`src/rtl/battle_board_engine.sv`:
```
// battle_board_engine: ship map storage, attack classification and LED matrix scan for a COLSxROWS board
module battle_board_engine #(
    parameter int COLS         = 5,
    parameter int ROWS         = 7,
    parameter int COORD_W      = 3,
    parameter int SCAN_DIV     = 1,
    parameter int BLINK_FRAMES = 32
) (
    input  logic                 clk,
    input  logic                 reset,
    input  logic [1:0]           status,
    input  logic                 load_map,
    input  logic [COLS*ROWS-1:0] ship_map,
    input  logic                 attack,
    input  logic [COORD_W-1:0]   col_attack,
    input  logic [COORD_W-1:0]   row_attack,
    output logic [COLS-1:0]      columns,
    output logic [ROWS-1:0]      lines,
    output logic [1:0]           attack_result,
    output logic                 result_valid,
    output logic [6:0]           remaining,
    output logic                 game_over
);
    localparam int N  = COLS * ROWS;
    localparam int CW = COLS > 1 ? $clog2(COLS) : 1;
    localparam int DW = SCAN_DIV > 1 ? $clog2(SCAN_DIV) : 1;
    localparam int FW = BLINK_FRAMES > 1 ? $clog2(BLINK_FRAMES) : 1;
    typedef enum logic [1:0] {IDLE, CHECK, REPORT} state_t;
    state_t state_q;
    logic [N-1:0] ships_q, hit_q, miss_q, cell_mask;
    logic [COORD_W-1:0] col_q, row_q;
    logic [6:0] remaining_q, pop_map;
    logic game_over_q, valid_q, in_range, is_ship, is_repeat;
    logic [1:0] result_q;
    logic [CW-1:0] idx_q, idx_d;
    logic [DW-1:0] div_q, div_d;
    logic [FW-1:0] frame_q, frame_d;
    logic blink_q, blink_d, div_wrap, col_wrap, frame_tick;
    logic [COLS-1:0] columns_q, columns_d;
    logic [ROWS-1:0] lines_q, lines_d, ship_col, hit_col, miss_col;
    // Classify the latched coordinate and count ship cells in the incoming map
    always_comb begin
        in_range  = (int'(col_q) < COLS) && (int'(row_q) < ROWS);
        cell_mask = in_range ? N'(1) << (int'(col_q) * ROWS + int'(row_q)) : '0;
        is_ship   = |(ships_q & cell_mask);
        is_repeat = |((hit_q | miss_q) & cell_mask);
        pop_map   = '0;
        for (int i = 0; i < N; i++) pop_map = pop_map + 7'(ship_map[i]);
    end
    // Attack FSM plus map, remaining-cell and game-over state; a load in positioning overrides everything
    always_ff @(posedge clk or posedge reset) begin
        if (reset) begin
            state_q     <= IDLE;
            ships_q     <= '0;
            hit_q       <= '0;
            miss_q      <= '0;
            col_q       <= '0;
            row_q       <= '0;
            remaining_q <= '0;
            game_over_q <= 1'b0;
            result_q    <= 2'b00;
            valid_q     <= 1'b0;
        end else begin
            valid_q <= 1'b0;
            case (state_q)
                IDLE: if (attack && status == 2'b10 && !game_over_q) begin
                    state_q <= CHECK;
                    col_q   <= col_attack;
                    row_q   <= row_attack;
                end
                CHECK: begin
                    state_q <= REPORT;
                    valid_q <= 1'b1;
                    if (!in_range) result_q <= 2'b11;
                    else if (is_repeat) result_q <= 2'b10;
                    else if (is_ship) begin
                        result_q <= 2'b01;
                        hit_q    <= hit_q | cell_mask;
                        if (remaining_q != 7'd0) remaining_q <= remaining_q - 7'd1;
                        if (remaining_q == 7'd1) game_over_q <= 1'b1;
                    end else begin
                        result_q <= 2'b00;
                        miss_q   <= miss_q | cell_mask;
                    end
                end
                default: state_q <= IDLE;
            endcase
            if (load_map && status == 2'b01) begin
                ships_q     <= ship_map;
                hit_q       <= '0;
                miss_q      <= '0;
                remaining_q <= pop_map;
                game_over_q <= 1'b0;
            end
        end
    end
    // Next scan position, blink phase and the row pattern for the column about to be selected
    always_comb begin
        div_wrap   = div_q == DW'(SCAN_DIV - 1);
        col_wrap   = idx_q == CW'(COLS - 1);
        frame_tick = div_wrap && col_wrap;
        div_d      = div_wrap ? '0 : div_q + 1'b1;
        idx_d      = div_wrap ? (col_wrap ? '0 : idx_q + 1'b1) : idx_q;
        frame_d    = frame_tick ? (frame_q == FW'(BLINK_FRAMES - 1) ? '0 : frame_q + 1'b1) : frame_q;
        blink_d    = blink_q ^ (frame_tick && frame_q == FW'(BLINK_FRAMES - 1));
        ship_col   = ROWS'(ships_q >> (int'(idx_d) * ROWS));
        hit_col    = ROWS'(hit_q >> (int'(idx_d) * ROWS));
        miss_col   = ROWS'(miss_q >> (int'(idx_d) * ROWS));
        columns_d  = COLS'(1) << idx_d;
        lines_d    = status == 2'b00 ? '0 :
                     status == 2'b01 ? ship_col :
                     status == 2'b10 ? hit_col | (miss_col & {ROWS{blink_d}}) :
                                       hit_col | (ship_col & ~hit_col & {ROWS{blink_d}});
    end
    // Scan registers; columns and lines update together so no column ever shows a neighbour's rows
    always_ff @(posedge clk or posedge reset) begin
        if (reset) begin
            idx_q     <= '0;
            div_q     <= '0;
            frame_q   <= '0;
            blink_q   <= 1'b0;
            columns_q <= COLS'(1);
            lines_q   <= '0;
        end else begin
            idx_q     <= idx_d;
            div_q     <= div_d;
            frame_q   <= frame_d;
            blink_q   <= blink_d;
            columns_q <= columns_d;
            lines_q   <= lines_d;
        end
    end
    assign columns       = columns_q;
    assign lines         = lines_q;
    assign attack_result = result_q;
    assign result_valid  = valid_q;
    assign remaining     = remaining_q;
    assign game_over     = game_over_q;
endmodule

```
`config.mk`:
```
export PLATFORM = sky130hd
export DESIGN_NAME = battle_board_engine
export DESIGN_NICKNAME = d
export VERILOG_FILES = /design/src/rtl/battle_board_engine.sv
export SDC_FILE = /design/constraint.sdc
export NUM_CORES = 1
export LEC_CHECK = 0
export CAP_MARGIN = 20
export CELL_PAD_IN_SITES_DETAIL_PLACEMENT = 2
export CELL_PAD_IN_SITES_GLOBAL_PLACEMENT = 2
export CORE_ASPECT_RATIO = 2
export CORE_MARGIN = 1
export CORE_UTILIZATION = 40
export CTS_CLUSTER_DIAMETER = 50
export DETAILED_ROUTE_END_ITERATION = 10
export GPL_TIMING_DRIVEN = 0
export PLACE_DENSITY = 0.82
export SLEW_MARGIN = 20
export SYNTH_ARGS = -nofsm -noshare
export SYNTH_HDL_FRONTEND = slang
export SYNTH_SLANG_ARGS = --single-unit
```
`constraint.sdc`:
```
create_clock -name clk -period 9.9 [get_ports clk]
set_clock_uncertainty 0.2 [all_clocks]
set_input_delay 1.98 -clock clk [delete_from_list [all_inputs] [get_ports clk]]
set_output_delay 1.98 -clock clk [all_outputs]
set_load 0.02 [all_outputs]
```
Yosys cells after proc, flatten, opt, wreduce, memory -nomap -nowiden
Cells that the tools add are included.
{"block": "word_totals", "register_bits": 146, "out_inout_bits": 23, "wordCells": 144}
{"block": "classes", "n_addsub": 39, "mul": 2, "order_cmp": 2, "eq_ne": 9, "shift": 5, "muxes": 36, "n_bitwise": 13, "reduce_logical": 22}
{"op": "two-way mux 35 bit", "n": 11}
{"op": "adder 7 x 1 -> 7 bit", "n": 28}
{"op": "bitwise OR 35 bit", "n": 3}
{"op": "AND 35 bit", "n": 2}
{"op": "OR reduction 35 bit", "n": 2}
{"op": "right shift 35 x 32 -> 7 bit", "n": 2}
{"op": "two-way mux 7 bit", "n": 9}
{"op": "<< shifter 1 x 7 -> 35 bit (first input constant)", "n": 1}
{"op": "right shift 35 x 6 -> 7 bit", "n": 1}
{"op": "AND 7 bit", "n": 3}
{"op": "bitwise OR 7 bit", "n": 2}
{"op": "multiplier 3 x 3 -> 6 bit (second input constant)", "n": 2}
{"op": "AND reduction 5 bit", "n": 2}
{"op": "nonzero test 2 bit", "n": 5}
{"op": "two-way mux 1 bit", "n": 9}
{"op": "AND reduction 4 bit", "n": 2}
{"op": "adder 6 x 1 -> 7 bit", "n": 1}
{"op": "adder 6 x 3 -> 7 bit", "n": 1}
{"op": "equality test 7 x 1 -> 1 bit (second input constant)", "n": 1}
{"op": "NOT 7 bit", "n": 1}
{"op": "nonzero test 7 bit", "n": 1}
{"op": "subtractor 7 x 1 -> 7 bit (second input constant)", "n": 1}
{"op": "adder 5 x 1 -> 6 bit", "n": 1}
{"op": "logical AND 1 bit", "n": 6}
{"op": "24 further kinds", "n": 31}

Longest topological paths before layout
Gate-level depths: netlist of run 1.
{"block": "depth", "ltp_word": 35, "depth_mapped": 18}

Worst setup path before layout of run 1
Ideal clock, no wire load.
{"block": "synth_timing", "kind": "input-to-reg", "start": "input port ship_map[17]", "end": "register remaining_q[4] (netlist: remaining[4])", "setup_ps": 124, "t_arrival_ps": 6480, "setup_slack_ps": 3096, "stages": 17, "path_buffers": 0, "path_cell_list": "fa_1 inv_1 fa_1 inv_1 fa_1 inv_1 fa_1 fa_1 fa_1 inv_1 fa_1 fa_1 a21o_1 a21oi_1 xor2_1 a32oi_1 o31a_1"}
{"block": "synth_via", "elab_chain_len": 19}
{"element": "start, declared", "line_no": "13", "text": "input logic [COLS*ROWS-1:0] ship_map,"}
{"element": "adder 7 x 1 -> 7 bit (18 in series)", "line_no": "48", "text": "for (int i = 0; i < N; i++) pop_map = pop_map + 7'(ship_map[i]);"}
{"element": "two-way mux 7 bit", "line_no": "88", "text": "if (load_map && status == 2'b01) begin"}
{"element": "end signal, assigned", "line_no": "79", "text": "if (remaining_q != 7'd0) remaining_q <= remaining_q - 7'd1;"}
{"element": "end signal, assigned", "line_no": "92", "text": "remaining_q <= pop_map;"}
{"element": "end, declared", "line_no": "32", "text": "logic [6:0] remaining_q, pop_map;"}
No other way between the ends.
A chain may end at the register's enable or synchronous reset.

Worst setup path in the final report of run 1
Ends and elaborated chain as after synthesis.

==> results_dict.tcl, run 1 <==
set metrics [dict create \
    worst_ep_arrival_time_ns 7.33 \
    n_antenna_cell 0 \
    async_flop_share_pct 100.0 \
    finalPower_mw 3.184 \
    post-dp-hpwl_um 29370 \
    grt_start_max_net_pins 76 \
    timing_worst_slew_pin_value_ns 1.060 \
    clock_insertion_delay_worst_skew_ns 0.46 \
    synthToLayoutAreaGrowth_pct 20.46 \
    fp-row-count 75 \
    htree_levels 4 \
    detailroute.via_count 7921 \
    number_of_clock_sinks_seen_by_cts 145 \
    synth.yosys.warnings 0 \
    yosysMostFrequentCell "sky130_fd_sc_hd__dfrtp_1" \
    die-width_um 105.4 \
    start_util_pct 40.86 \
    post_cts_buffers 0 \
    remaining_max_slew_budget_at_the_tightest_pin_pct 28.77 \
    clk_path_buf_depth 2 \
    startpoint_type "primary input" \
    max_freq_ghz 0.1390 \
    drt_first_pass_iters 4 \
    post-synth-top-area-cell "sky130_fd_sc_hd__dfrtp_1" \
    antenna_found_initial 0 \
    post_synth_cell_types 71 \
    worstSetupStartpoint "ship_map[17]" \
    first_global_vias 9118 \
    cpPeakStageDelay_ns 0.55 \
    cpLargestDelayFamily "adder cells" \
    die_area_um2 22000 \
    worstHoldStart "frame_q[3]" \
    globalRouteOverflowTotal 0 \
    worstPathMaxFanout 2 \
    ys_ff_latch 145 \
    vdd.ir_drop.worst_mv 0.2605 \
    rsz0062_at_grt "false" \
    vias_per_cell 6.193 \
    post_cts.resized_instances 0 \
    postCtsHoldBufs 0 \
    worstSetupEndpointType "register" \
    finalSetupTns_ns 0 \
    largest_family_of_logic_cells_by_synthesized_area "simple AND/OR/NAND/NOR gates" \
    power.density_nw_per_um2 309.2 \
    chipHeight_um 208.8 \
    total_leakage_power_nw 4.616 \
    drv.max_cap_violation_count 0 \
    synth_area_leaders "sky130_fd_sc_hd__dfrtp_1 (42%), sky130_fd_sc_hd__fa_1 (7.3%), sky130_fd_sc_hd__nand2_1 (6.2%), sky130_fd_sc_hd__mux4_2 (5.5%), sky130_fd_sc_hd__nor2_1 (4.3%)" \
    synth.mux.area_fraction_pct 6.834 \
    synth_enable_flop_cells 0 \
    period_minus_slack_ns 7.192 \
    post_syn_instances 910 \
    synth_xor_xnor_area_share_pct 0.8196 \
    netlist.area_leader.share_pct 42.15 \
    first_pass_grt_wire_length_um 57630 \
    setup.worst_path.class "in -> reg" \
    total_clock_buffers_created_by_cts 17 \
    cp_cell_sequence "clkdlybuf4s50_1 > fa_1 > inv_1 > fa_1 > inv_1 > fa_1 > inv_1 > fa_1 > fa_1 > fa_1 > inv_1 > fa_1 > fa_1 > a21o_1 > a21oi_1 > xor2_1 > a32oi_1 > o31a_1" \
    finalCritPeriodShare_pct 72.64 \
    tritoncts "yes" \
    groute.usage.overall_pct 37.09 \
    synth_fp_nets 1013 \
    bufs_and_invs_on_worst_path 5 \
    critPathRequiredTime_ns 10.04 \
    rr_startpoint "col_q[0]" \
    share_of_layout_cells_above_drive_strength_1_pct 9.208 \
    run_status "finished clean" \
    placement_stage_worst_setup_slack_ns 2.228 \
    cp_common_cell "sky130_fd_sc_hd__fa_1" \
    count_of_nets_after_finishing 1101 \
    average_detailed_routed_wire_length_per_instance_um 30.18 \
    design.portCount 70 \
    hold_violations 0 \
    synthAdderAreaFrac_pct 10.92 \
    gpl.final_weighted_congestion 0.9768 \
    syn-cell-area_um2 8549 \
    cts_root_buf "sky130_fd_sc_hd__clkbuf_16" \
    synth_sequential_area_ratio_pct 42.46 \
    synth_ff_type "sky130_fd_sc_hd__dfrtp_1" \
    drt-total-wl_um 38600 \
    fp.coreArea_um2 20930 \
    timing.critical_path.slowest_stage_cell "sky130_fd_sc_hd__fa_1" \
    post-route-drc-count 0 \
    synth_simple_gate_area_share_pct 18.97 \
    final-setup-viol-count 0 \
    drtAntennaViolNets 0 \
    report.final.slew_viol_count 0 \
    numPortBuffers 68 \
    synth_compound_area_share_pct 14.90 \
    timing.hold.worst.class "reg -> reg" \
    final_critical_path_setup_slack_ns 2.708 \
    post_synth.cell_area_avg_um2 9.395 \
    cts.clk_slew.worst_paths_ns 0.06 \
    drtIter0Drc 515 \
    synth_common_cells "sky130_fd_sc_hd__dfrtp_1 (144), sky130_fd_sc_hd__nand2_1 (142), sky130_fd_sc_hd__nor2_1 (97)" \
]
-- cell usage in the layout, fill, tap and decap left out, types with 5 or more instances in the layout --
| master | netlist | final |
|---|---|---|
| sky130_fd_sc_hd__or2_2 | 5 | 5 |
| sky130_fd_sc_hd__a22o_1 | 8 | 8 |
| sky130_fd_sc_hd__bufinv_16 | 0 | 7 |
| sky130_fd_sc_hd__clkbuf_16 | 0 | 17 |
| sky130_fd_sc_hd__and2_1 | 7 | 7 |
| sky130_fd_sc_hd__nor2_1 | 97 | 97 |
| sky130_fd_sc_hd__mux4_2 | 21 | 21 |
| sky130_fd_sc_hd__nand3_1 | 20 | 20 |
| sky130_fd_sc_hd__o21ai_0 | 65 | 65 |
| sky130_fd_sc_hd__buf_2 | 10 | 10 |
| sky130_fd_sc_hd__and3_1 | 5 | 5 |
| sky130_fd_sc_hd__fa_1 | 31 | 31 |
| sky130_fd_sc_hd__nand2b_1 | 9 | 9 |
| sky130_fd_sc_hd__clkdlybuf4s50_1 | 0 | 68 |
| sky130_fd_sc_hd__a21oi_1 | 56 | 55 |
| sky130_fd_sc_hd__nand4_1 | 6 | 6 |
| sky130_fd_sc_hd__mux2_2 | 6 | 6 |
| sky130_fd_sc_hd__nor3_1 | 25 | 24 |
| sky130_fd_sc_hd__nor4_1 | 8 | 8 |
| sky130_fd_sc_hd__clkbuf_1 | 29 | 30 |
| sky130_fd_sc_hd__nand2_1 | 142 | 142 |
| sky130_fd_sc_hd__nor2b_1 | 7 | 7 |
| sky130_fd_sc_hd__inv_1 | 57 | 56 |
| sky130_fd_sc_hd__o22ai_1 | 8 | 8 |
| sky130_fd_sc_hd__a22oi_1 | 12 | 12 |
| sky130_fd_sc_hd__ha_1 | 25 | 25 |
| sky130_fd_sc_hd__dfrtp_1 | 144 | 144 |
| sky130_fd_sc_hd__a31oi_1 | 18 | 18 |
-- final timing paths --
kind	end	slack (ns)	depth (start not counted)
max	remaining[4]	2.71	18
min	frame_q[3]	0.29	1
max reg2reg	miss_q[11]	3.22	13
min reg2reg	frame_q[3]	0.29	1
max in group asynchronous	remaining[5]	6.92	3
min in group asynchronous	frame_q[3]	1.79	2
-- report_power, final --
group / total, mW / internal (mW) / switching (mW) / leakage, nW
Combinational: 1.66 / 0.538 / 1.12 / 2.37
Clock: 0.778 / 0.498 / 0.280 / 0.323
Sequential: 0.744 / 0.661 / 0.0832 / 1.92
-- stage by stage --
stage / hold WS, ns / instances / instance area, um2 / util [%]
6_report: 0.2854 / 1279 / 10300 / 49.21
2_1_floorplan: 0.2429 / 910 / 8549 / -
5_1_grt: 0.3246 / 1279 / 10300 / 49.21
3_5_place_dp: 0.2810 / 1248 / 9610 / 45.93
3_3_place_gp: 0.2608 / 1247 / 9567 / 45.72
4_1_cts: 0.2930 / 1279 / 10300 / 49.21
-- flip-flops by register name (all words and copies together), names as in the netlist, 2 cells and up --
register       cells
idx_q              3
ships_q           35
lines              7
state_q            2
hit_q             35
col_q              3
remaining          7
attack_result      2
miss_q            35
columns            5
row_q              3
frame_q            5
-- kinds of logic (layout without fill, tap and decap cells) --
kind of cell | after synthesis | after routing
fa+ha+maj | 56 | 56
mux | 31 | 31
compound gates | 208 | 208
xor+xnor | 8 | 8
simple gates | 355 | 355
flops | 145 | 145
buf+inv | 107 | 207
-- per-layer routing --
layer	routed length (um)	part of all wire (%)	up-vias	global-route usage, %
met5	0	0	-	0
met4	3541	9.2	0	30.74
met3	1473	3.8	147	6.238
met2	21260	55	321	68.53
met1	12330	32	4107	34.94
li1	-	-	3346	-
-- area by class of cell --
class,count,area (um2)
Fill cell,2232,10630
Tap cell,269,336.6
Clock buffer,18,429.2
Sequential cell,145,3630
Buffer,47,211.5
Clock inverter,13,259.0
Inverter,60,232.7
Multi-Input combinational cell,658,4492
Timing Repair Buffer,69,708.2
Power figures use the tool's default switching activity.
==> run 2, diff against run 1 <==
--- a/config.mk
+++ b/config.mk
@@ -10,11 +10,11 @@
 export CELL_PAD_IN_SITES_GLOBAL_PLACEMENT = 2
 export CORE_ASPECT_RATIO = 2
 export CORE_MARGIN = 1
-export CORE_UTILIZATION = 40
+export CORE_UTILIZATION = 34
 export CTS_CLUSTER_DIAMETER = 50
 export DETAILED_ROUTE_END_ITERATION = 10
 export GPL_TIMING_DRIVEN = 0
-export PLACE_DENSITY = 0.82
+export PLACE_DENSITY = 0.74
 export SLEW_MARGIN = 20
 export SYNTH_ARGS = -nofsm -noshare
 export SYNTH_HDL_FRONTEND = slang
==> constraint.sdc (replaced) <==
create_clock -name clk -period 6 [get_ports clk]
set_clock_uncertainty 0.2 [all_clocks]
set_input_delay 1.2 -clock clk [delete_from_list [all_inputs] [get_ports clk]]
set_output_delay 1.2 -clock clk [all_outputs]
set_load 0.02 [all_outputs]
==> results_dict.tcl, run 2 (synthesized netlist as in run 1, its figures left out) <==
set metrics [dict create \
    detailroute.via_count 7665 \
    drt_first_pass_iters 5 \
    numPortBuffers 68 \
    n_antenna_cell 0 \
    total_clock_buffers_created_by_cts 17 \
    run_status "finished clean" \
    share_of_layout_cells_above_drive_strength_1_pct 12.72 \
    number_of_clock_sinks_seen_by_cts 145 \
    power.switching_mw 2.511 \
    worst_ep_arrival_time_ns 6.07 \
    seq_area_um2 3630 \
    first_global_vias 8734 \
    timing.hold.worst.class "reg -> reg" \
    tritoncts "yes" \
    finalCritPeriodShare_pct 98.83 \
    total_leakage_power_nw 4.592 \
    vdd.ir_drop.worst_mv 0.5319 \
    final_cell_count_no_fill 1346 \
    finalSetupTns_ns 0 \
    globalRouteOverflowTotal 0 \
    chipHeight_um 226.3 \
    clock_insertion_delay_worst_skew_ns 0.46 \
    postCtsHoldBufs 0 \
    design.portCount 70 \
    finalPower_mw 5.177 \
    dr_wl_met2_um 20260 \
    die-width_um 114.1 \
    fp.coreArea_um2 24530 \
    startpoint_type "primary input" \
    htree_levels 4 \
    placement_stage_worst_setup_slack_ns -0.9246 \
    post-route-drc-count 0 \
    cts.clk_slew.worst_paths_ns 0.06 \
    highest-signal-layer "met4" \
    average_detailed_routed_wire_length_per_instance_um 27.65 \
    setup.worst_path.class "in -> reg" \
    wl_met3_um 1446 \
    multi_input_comb_area_um2 4514 \
    most-common-layout-cells "sky130_fd_sc_hd__dfrtp_1 (144), sky130_fd_sc_hd__nand2_1 (142), sky130_fd_sc_hd__nor2_1 (97)" \
    max_freq_ghz 0.1686 \
    internal-power_mw 2.666 \
    gpl.final_weighted_congestion 0.9690 \
    drtAntennaViolNets 0 \
    count_of_nets_after_finishing 1105 \
    largest_registers_ranked_by_flip_flop_count "hit_q x35, miss_q x35, ships_q x35" \
    rsz0062_at_grt "true" \
    antenna_found_initial 1 \
    remaining_max_slew_budget_at_the_tightest_pin_pct 40.99 \
    start_util_pct 34.86 \
    grt_start_max_net_pins 89 \
    worstSetupEndpointType "register" \
    post-dp-hpwl_um 29030 \
    period_minus_slack_ns 5.930 \
    place_inst 1311 \
    drt-total-wl_um 37220 \
    switching_share_pct 48.50 \
    clk_path_buf_depth 2 \
    seq_power_share_pct 23.6 \
    final_common_cell "sky130_fd_sc_hd__dfrtp_1" \
    fp-row-count 81 \
    vias_per_cell 5.695 \
    first_pass_grt_wire_length_um 55680 \
    share_clk_of_total_power_pct 21.1 \
    combinational_share_of_power_pct 55.3 \
    drtIter0Drc 322 \
    power.density_nw_per_um2 503.7 \
    worstPathMaxFanout 2 \
    synthToLayoutAreaGrowth_pct 20.21 \
    final-setup-viol-count 0 \
    final_critical_path_setup_slack_ns 0.07031 \
    report.final.slew_viol_count 0 \
    timing_worst_slew_pin_value_ns 0.8771 \
    route.layer.met1.wl_um 12050 \
    die_area_um2 25820 \
    hold_violations 0 \
    final.fill_count 2746 \
    cts_root_buf "sky130_fd_sc_hd__clkbuf_16" \
    drv.max_cap_violation_count 0 \
    groute.usage.overall_pct 30.77 \
    critPathRequiredTime_ns 6.14 \
]
==> run 2: metal layers <==
layer | GRT usage (%) | vias up
li1 | - | 3348
met1 | 29.24 | 3940
met2 | 56.44 | 249
met3 | 5.988 | 128
met4 | 24.68 | 0
met5 | 0 | -
==> run 2: power by group through the flow <==
stage	clock network [mW]	registers (mW)	logic (mW)
floorplan	0	1.21	1.64
global placement	0	1.23	2.67
detailed placement	0	1.24	2.75
CTS	1.11	1.22	2.81
global route	1.14	1.23	3.07
finish	1.09	1.22	2.86
==> run 2: final cells by class <==
cell class / count / share of cell area [%]
timing repair buffer: 73 / 6.684
clock buffer: 19 / 4.407
tap: 332 / 4.042
inverter: 60 / 2.264
multi-input combinational: 658 / 43.92
buffer: 47 / 2.070
sequential: 145 / 35.32
clock inverter: 12 / 1.290
==> run 2: repair_timing <==
item | 4_1_cts | 5_1_grt
endpoints found under the setup margin | 43 | 11
endpoints found under the hold margin | 0 | 0
buffers inserted | 2 | 2
gates resized for setup | 59 | 13
pin swaps | 18 | 15
==> run 2: through the flow <==
stage / util (%) / hold WS (ns) / instance area (um2)
finish: 41.90 / 0.2884 / 10280
global placement: 39.34 / 0.2687 / 9648
global route: 41.90 / 0.3144 / 10280
detailed placement: 39.52 / 0.2869 / 9692
CTS: 41.93 / 0.2937 / 10280
floorplan: - / 0.2429 / 8552
==> run 2: worst paths after layout <==
kind,startpoint,endpoint,slack [ns],cells after the start
max,ship_map[1],remaining[4],0.07,16
min reg2reg,frame_q[3],frame_q[3],0.29,1
min in group asynchronous,reset,frame_q[0],0.96,2
min,frame_q[3],frame_q[3],0.29,1
max reg2reg,col_q[0],miss_q[1],0.14,15
max in group asynchronous,reset,miss_q[12],3.79,3
==> run 2: worst max-delay path, cell delays in order <==
cell and delay [ns]:
sky130_fd_sc_hd__buf_6 0.10, sky130_fd_sc_hd__fa_1 0.55, sky130_fd_sc_hd__inv_2 0.05, sky130_fd_sc_hd__fa_1 0.52
sky130_fd_sc_hd__fa_1 0.60, sky130_fd_sc_hd__fa_1 0.45, sky130_fd_sc_hd__fa_1 0.51, sky130_fd_sc_hd__fa_1 0.55
sky130_fd_sc_hd__inv_2 0.05, sky130_fd_sc_hd__fa_2 0.36, sky130_fd_sc_hd__fa_2 0.35, sky130_fd_sc_hd__a21o_1 0.20
sky130_fd_sc_hd__a21oi_2 0.14, sky130_fd_sc_hd__xor2_1 0.20, sky130_fd_sc_hd__a32oi_1 0.10, sky130_fd_sc_hd__o31a_1 0.14
